<file path="config.mk">
export PLATFORM = sky130hd
export DESIGN_NAME = keypad_digit_entry
export DESIGN_NICKNAME = d
export VERILOG_FILES = /design/src/rtl/keypad_pkg.sv /design/src/rtl/stable_counter.sv /design/src/rtl/keypad_digit_entry.sv
export SDC_FILE = /design/constraint.sdc
export NUM_CORES = 1
export LEC_CHECK = 0
export ABC_AREA = 1
export CAP_MARGIN = 20
export CELL_PAD_IN_SITES_DETAIL_PLACEMENT = 0
export CELL_PAD_IN_SITES_GLOBAL_PLACEMENT = 1
export CORE_ASPECT_RATIO = 1.75
export CORE_MARGIN = 2
export CORE_UTILIZATION = 25
export CTS_CLUSTER_SIZE = 40
export DETAILED_ROUTE_END_ITERATION = 10
export DONT_BUFFER_PORTS = 1
export HOLD_SLACK_MARGIN = 0.02
export PLACE_DENSITY = 0.54
export SYNTH_ARGS = -nofsm -noshare
export SYNTH_HDL_FRONTEND = slang
export SYNTH_SLANG_ARGS = --single-unit
</file>
<file path="constraint.sdc">
create_clock -name clk -period 2.54 [get_ports clk]
set_clock_uncertainty 0.2 [all_clocks]
set_input_delay 0.254 -clock clk [delete_from_list [all_inputs] [get_ports clk]]
set_output_delay 0.254 -clock clk [all_outputs]
set_load 0.01 [all_outputs]
</file>
<file path="src/rtl/keypad_pkg.sv">
// Shared types and constants for keypad digit entry.
// Digit slices are little-end first: secUnits in [3:0].
package keypad_pkg;

   typedef enum logic [2:0] {
      IDLE,
      PRESS_DEB,
      HELD,
      REL_DEB,
      COMMIT
   } state_t;

   localparam logic [3:0] BCD_MAX      = 4'd9;
   localparam logic [3:0] SEC_TENS_MAX = 4'd5;
   localparam logic [2:0] NUM_DIGITS   = 3'd4;

   localparam int DIGIT_W      = 4;
   localparam int SEC_UNITS_LO = 0;
   localparam int SEC_TENS_LO  = 4;
   localparam int MIN_UNITS_LO = 8;
   localparam int MIN_TENS_LO  = 12;

endpackage

</file>
<file path="src/rtl/stable_counter.sv">
// Saturating stability counter shared by press and release debounce.
// done means the next increment reaches DEBOUNCE_CYCLES.
module stable_counter #(
   parameter int DEBOUNCE_CYCLES = 4,
   parameter int CNT_W = $clog2(DEBOUNCE_CYCLES + 1)
) (
   input  logic clk,
   input  logic rst,
   input  logic restart,
   input  logic clear,
   input  logic inc,
   output logic done
);

   localparam logic [CNT_W-1:0] TOP  = CNT_W'(DEBOUNCE_CYCLES);
   localparam logic [CNT_W-1:0] LAST = CNT_W'(DEBOUNCE_CYCLES - 1);

   logic [CNT_W-1:0] count;

   always_ff @(posedge clk or posedge rst) begin
      if (rst) begin
         count <= '0;
      end else if (clear) begin
         count <= '0;
      end else if (restart) begin
         count <= CNT_W'(1);
      end else if (inc && count != TOP) begin
         count <= count + CNT_W'(1);
      end
   end

   assign done = (count >= LAST);

endmodule

</file>
<file path="src/rtl/keypad_digit_entry.sv">
// Debounced keypad digit entry into an MM:SS setting register.
// Commits to the timer with a one-cycle load pulse.
module keypad_digit_entry
   import keypad_pkg::*;
#(
   parameter int DEBOUNCE_CYCLES = 4,
   parameter int CNT_W = $clog2(DEBOUNCE_CYCLES + 1)
) (
   input  logic        clk,
   input  logic        rst,
   input  logic [3:0]  bcdIn,
   input  logic        dataValn,
   input  logic        entryEn,
   input  logic        clear,
   input  logic        start,
   output logic [15:0] digits,
   output logic [2:0]  digitCount,
   output logic        keyStrobe,
   output logic        loadTime,
   output logic        entryErr
);

   state_t      state_q, state_d;
   logic [3:0]  cand_q, cand_d;
   logic [15:0] digits_d;
   logic [2:0]  count_d;
   logic        strobe_d, load_d, err_d;
   logic        cnt_restart, cnt_clear, cnt_inc, deb_done;
   logic [3:0]  sec_tens;

   assign sec_tens = digits[SEC_TENS_LO +: DIGIT_W];

   stable_counter #(
      .DEBOUNCE_CYCLES(DEBOUNCE_CYCLES),
      .CNT_W          (CNT_W)
   ) u_deb (
      .clk    (clk),
      .rst    (rst),
      .restart(cnt_restart),
      .clear  (cnt_clear),
      .inc    (cnt_inc),
      .done   (deb_done)
   );

   always_comb begin
      state_d     = state_q;
      cand_d      = cand_q;
      digits_d    = digits;
      count_d     = digitCount;
      strobe_d    = 1'b0;
      load_d      = 1'b0;
      err_d       = 1'b0;
      cnt_restart = 1'b0;
      cnt_clear   = 1'b0;
      cnt_inc     = 1'b0;
      if (clear) begin
         digits_d  = '0;
         count_d   = '0;
         cnt_clear = 1'b1;
         // a key still down must be released before it counts again
         state_d   = dataValn ? IDLE : HELD;
      end else begin
         unique case (state_q)
            IDLE: begin
               if (start && digitCount != 3'd0) begin
                  state_d = COMMIT;
                  if (sec_tens <= SEC_TENS_MAX) load_d = 1'b1;
                  else                          err_d  = 1'b1;
               end else if (!dataValn && entryEn) begin
                  state_d     = PRESS_DEB;
                  cand_d      = bcdIn;
                  cnt_restart = 1'b1;
               end
            end
            PRESS_DEB: begin
               if (dataValn || bcdIn != cand_q || !entryEn) begin
                  state_d   = IDLE;
                  cnt_clear = 1'b1;
               end else if (deb_done) begin
                  state_d   = HELD;
                  cnt_clear = 1'b1;
                  if (cand_q <= BCD_MAX && digitCount < NUM_DIGITS) begin
                     digits_d = {digits[MIN_TENS_LO-1:0], cand_q};
                     count_d  = digitCount + 3'd1;
                     strobe_d = 1'b1;
                  end
               end else begin
                  cnt_inc = 1'b1;
               end
            end
            HELD: begin
               if (dataValn) begin
                  state_d     = REL_DEB;
                  cnt_restart = 1'b1;
               end
            end
            REL_DEB: begin
               if (!dataValn) begin
                  state_d   = HELD;
                  cnt_clear = 1'b1;
               end else if (deb_done) begin
                  state_d   = IDLE;
                  cnt_clear = 1'b1;
               end else begin
                  cnt_inc = 1'b1;
               end
            end
            COMMIT: begin
               digits_d = '0;
               count_d  = '0;
               state_d  = IDLE;
            end
            default: begin
               state_d = IDLE;
            end
         endcase
      end
   end

   always_ff @(posedge clk or posedge rst) begin
      if (rst) begin
         state_q    <= IDLE;
         cand_q     <= '0;
         digits     <= '0;
         digitCount <= '0;
         keyStrobe  <= 1'b0;
         loadTime   <= 1'b0;
         entryErr   <= 1'b0;
      end else begin
         state_q    <= state_d;
         cand_q     <= cand_d;
         digits     <= digits_d;
         digitCount <= count_d;
         keyStrobe  <= strobe_d;
         loadTime   <= load_d;
         entryErr   <= err_d;
      end
   end

endmodule

</file>
* Yosys cells after proc, flatten, opt, wreduce, memory -nomap -nowiden
Index checks and enable logic that the tools add are counted.
Word-level totals: flip-flop bits (word level) 32, output and inout bits 22, word-level logic and storage cells 95
Operators by class: reductions and logical operators 15, muxes and demuxes 51, bitwise operators 2, order comparisons 4, equality and inequality tests 13, $add $sub $neg 2
Operator list (number):
- 16-bit two-way mux | 4
- 3-bit two-way mux | 15
- 16-bit case mux with 2 select lines | 1
- 1-bit two-way mux | 25
- 3-bit inequality test (second input constant) | 5
- 4-bit inequality test (second input constant) | 3
- 3-bit case mux with 4 select lines | 1
- 4-bit AND reduction | 3
- 3-bit nonzero test | 3
- 3-bit by 1-bit adder with 3-bit output (second input constant) | 2
- 3-bit by 2-bit equality test with 1-bit output (second input constant) | 2
- 1-bit case mux with 2 select lines | 3
- 3-bit case mux with 2 select lines | 1
- 4-bit by 3-bit <= comparator with 1-bit output (second input constant) | 1
- 4-bit <= comparator (second input constant) | 1
- 1-bit logical AND | 4
- 4-bit inequality test | 1
- 3-bit by 1-bit equality test with 1-bit output (second input constant) | 1
- 3-bit equality test (second input constant) | 1
- 3-bit by 2-bit greater-or-equal comparator with 1-bit output (second input constant) | 1
- 3-bit zero test | 1
- 3-bit < comparator (second input constant) | 1
- 1-bit zero test | 2
- 1-bit logical OR | 2
- other kinds (2) | 3

* Depth between registers and ports, before layout
word-level depth 10, gate-level depth with buffers 11, depth with buffers taken out 11

* By module
From an unflattened synthesis, not the netlist that was laid out.
Second synthesis, totals: cell total of the unflattened synthesis 226, area total of the unflattened synthesis 1754.2 sq um
By module, submodules not included:
- keypad_digit_entry | cells an instance 196, area each 1522.7 sq um, seq. area each 725.7 sq um, times used 1
- stable_counter | cells an instance 30, area each 231.5 sq um, seq. area each 75.1 sq um, times used 1

* Worst setup path before layout
OpenSTA, ideal clock, no wires.
path kind reg-to-reg, start register u_deb.count[0], end register u_deb.count[0], buffers on the path 0, arrival time 1476 ps, slack 745 ps, required time 2221 ps, period minus slack after synthesis 1795 ps, cell stages (with the launch flop) 11, cells stage by stage dfrtp_1 > ha_1 > ha_1 > inv_1 > nand3_1 > inv_1 > nand4_1 > nand2_1 > nand3_1 > nand2_1 > nor2_1
Between the ends: longest elaborated chain between the ends 7, elaborated cells on any way between the ends 18, classes of those cells add/sub: 1; order compare: 1; eq/ne: 1; mux: 13; reduce/logical: 2
Ends and longest elaborated chain:
- start, declared | line stable_counter.sv:18 | logic [CNT_W-1:0] count;
- start signal, assigned | line stable_counter.sv:28 | count <= count + CNT_W'(1);
- 3-bit by 2-bit greater-or-equal comparator with 1-bit output | line stable_counter.sv:32 | assign done = (count >= LAST);
- 1-bit two-way mux | line keypad_digit_entry.sv:79, keypad_digit_entry.sv:101
- 1-bit two-way mux (on tied branches) | line keypad_digit_entry.sv:98, keypad_digit_entry.sv:76
- 1-bit case mux with 2 select lines | line keypad_digit_entry.sv:63 | unique case (state_q)
- 1-bit two-way mux | line keypad_digit_entry.sv:56 | if (clear) begin
- 1-bit logical AND | line stable_counter.sv:27 | end else if (inc && count != TOP) begin
- 3-bit nonzero test (no line)
Parallel ways exist; a longest one is shown, timed or not. The select of a mux whose other input is x is not followed. A chain may end at the register's enable or synchronous reset.

* Final worst setup path
start input port bcdIn[3], end register digits[3]
Between the ends: longest elaborated chain between the ends 5
Ends and longest elaborated chain:
- start, declared | line keypad_digit_entry.sv:11 | input logic [3:0] bcdIn,
- 4-bit inequality test | line keypad_digit_entry.sv:76 | if (dataValn || bcdIn != cand_q || !entryEn) begin
- 1-bit logical OR (2 in a row) | line keypad_digit_entry.sv:76
- 3-bit inequality test (no line)
- 4-bit AND reduction (no line)
- end signal, assigned | line keypad_digit_entry.sv:132 | digits <= digits_d;
- end, declared | line keypad_digit_entry.sv:16 | output logic [15:0] digits,
Every way passes these cells.

==> run_results.csv <==
group,metric,value,unit
status,outcome,"completed",
worst_setup_path,critPathRequiredTime,2510,ps
clock_network,cts_tree,"done",
run,cap_violations,0,
drt,drt.antenna.violating_nets,0,
final_layout,diodes,0,
final_layout,drive_gt1_frac,0.0913,
die,core-area,0.00723,mm^2
worst_setup_path,crit_fanout,20,
yosys,syn_area,0.00186,mm^2
worst_hold_path,hold_path_depth,3,
power,ir_drop,250,uV
die,dieArea,0.00819,mm^2
grt,grt_usage,0.127,
sta,max_freq,495,MHz
die,rows,41,
worst_setup_path,crit_type,"in -> reg",
drt,via_per_inst,4.50,
sta,rsz0062_at_grt,"false",
worst_setup_path,r2r_cells,9,
worst_setup_path,crit_path_end_kind,"register",
clock_network,cts.repair.resized,0,
grt,grt_pass1_vias,1500,
sta,setup_viol,0,
worst_setup_path,cp.buffers_inverters,2,
clock_network,cts-buffers-inserted,5,
sta,hold_viol,0,
drt,vias,1521,
yosys,seq_area_frac_synth,0.430,
worst_setup_path,slowest_stage,"dlygate4sd3_1",
die,die_h,118,um
clock_network,ctsHoldBuffers,8,
final_layout,mostFrequentLayoutCell,"nand2_1",
final_layout,area_growth,14.2,%
sta,totalNegativeSetupSlack,0,ps
sta,slew_violations,0,
grt,grt_pass1_wl,8030,um
yosys,syn_avg_cell_area,7.67,um^2
sta,timing.hold.ws,40.5,ps
worst_setup_path,r2r_end,"digits[3]",
sta,worst_pin_slew,467,ps
placement,port_buffers,0,
worst_setup_path,cp_common_cell,"nand2_1",
die,die_width,69.3,um
sta,max_slew_margin,0.686,
grt,grt_max_degree,33,
clock_network,h-tree-depth,2,
placement,routabilityCongestion,0.752,
power,p_leak,1.12,nW
grt,antenna_found_initial,0,
drt,drt_iter0_drc,52,
worst_setup_path,r2r_setup_slack,530,ps
worst_hold_path,min_path_type,"in -> reg",
final_layout,final_cell_mix,"nand2_1, dfrtp_1, inv_1",
worst_setup_path,path_delay_family,"simple AND/OR/NAND/NOR gates",
drt,detail_route.wl_per_cell,14.1,um
clock_network,clock-root-buffer,"clkbuf_16",
clock_network,insertion_delay,280,ps
clock_network,path_clk_slew,50,ps
yosys,synth_warnings,0,
yosys,synth_nets,258,
power,p_per_area,834,mW/mm^2
worst_setup_path,reg2reg_from,"u_deb.count[1]",
die,ios,32,
clock_network,post_cts_buffers,0,
worst_setup_path,cp-start-kind,"input port",
drt,wl,4760,um
clock_network,clockBufferDepth,2,
sta,fin_crit,2020,ps
worst_setup_path,crit_chain,"dlygate4sd3_1, inv_1, nand2_1, nand2_1, nor2_1, and2_4, nand2_4, nand3_4, nand2_4, nand2_1, nand2_1",
die,initial_core_util,0.258,
sta,post-route-period-util,0.796,
worst_hold_path,min_from,"clear",
worst_hold_path,hold_end,"state_q[1]",
clock_network,cts_sinks,32,
placement,hpwl,3420,um
worst_setup_path,slowest_delay,530,ps
yosys,synth-edff-count,0,
grt,grt_overflow_total,0,
drt,drcViolationCount,0,
drt,drt-pass1-iter-count,4,
yosys,synthCells,243,
yosys,synth-main-ff-cell,"dfrtp_1",
final_layout,layout.nets,267,
yosys,synthDistinctLibCells,27,
worst_setup_path,crit_arrival,1990,ps
yosys,synthArstFlopShare,1.00,
yosys,ys_seq_elements,32,
final_layout,fill_cells,792,
[registers in the layout (all words and copies together), names as in the netlist]
name,cells
cand_q,4
entryErr,1
digitCount,3
u_deb.count,3
state_q,3
keyStrobe,1
loadTime,1
digits,16
[per-stage QoR]
step | worst slack, ps | utilization | power [mW] | cells | instance area (um^2)
6_report | 519 | 0.294 | 1.78 | 338 | 2130
3_5_place_dp | 505 | 0.265 | 1.21 | 323 | 1920
4_1_cts | 449 | 0.294 | 1.82 | 338 | 2130
3_3_place_gp | 511 | 0.265 | 1.21 | 323 | 1920
5_1_grt | 341 | 0.294 | 1.92 | 338 | 2130
2_1_floorplan | 745 | - | 1.10 | 243 | 1860
[worst max-delay path by stage]
stage	to	depth (start not counted)	from
5_1_grt	digits[15]	11	bcdIn[3]
2_1_floorplan	u_deb.count[0]	10	u_deb.count[0]
3_3_place_gp	digits[3]	9	u_deb.count[1]
3_5_place_dp	digits[3]	9	u_deb.count[1]
6_report	digits[3]	11	bcdIn[3]
4_1_cts	digits[3]	11	bcdIn[3]
[final cells by class]
type | instances | area [um^2] | share of cell area
multi-input combinational | 170 | 865 | 0.406
sequential | 32 | 801 | 0.376
tap | 86 | 108 | 0.0505
inverter | 32 | 120 | 0.0564
timing repair buffer | 11 | 103 | 0.0482
clock buffer | 6 | 129 | 0.0605
clock inverter | 1 | 5.00 | 0.00235
[logic make-up (layout without fill, tap and decap cells)]
kind of cell,count (synthesis),after routing,share of synthesized area
and+or+nand+nor,150,150,0.389
buffers and inverters,41,50,0.107
DFF,32,32,0.430
AOI/OAI and AO/OA,15,15,0.0416
adders and majority gates,5,5,0.0336
[cell usage after synthesis (3+ instances only)]
| library cell | instances | area [um^2] |
|---|---|---|
| nand3_1 | 14 | 70.1 |
| nor3_1 | 3 | 15.0 |
| o21ai_0 | 6 | 30.0 |
| a21oi_1 | 8 | 40.0 |
| buf_2 | 3 | 15.0 |
| nand2_1 | 88 | 330 |
| ha_1 | 5 | 62.6 |
| dfrtp_1 | 32 | 801 |
| nor2_1 | 16 | 60.1 |
| inv_1 | 28 | 105 |
| inv_2 | 4 | 15.0 |
| nand4_1 | 4 | 25.0 |
| nand3b_1 | 13 | 97.6 |
[worst reg2reg max path, delay by kind of cell, from the launching register on]
kind | cells | cell delay, ps
simple gates | 6 | 910
flops | 1 | 410
fa+ha+maj | 2 | 390
buf+inv | 1 | 50
[layer usage]
metal / global-route usage / vias up / wire length, um
li1: - / 778 / -
met3: 0.0384 / 6 / 153
met4: 0.0478 / 0 / 87
met2: 0.236 / 25 / 2730
met1: 0.130 / 712 / 1780
met5: 0 / - / 0
[power by group]
group	internal (mW)	total [mW]	switching, mW
registers	0.616	0.771	0.154
clock network	0.356	0.577	0.221
logic	0.157	0.429	0.272
No activity file was read; power rests on OpenSTA's default activity.
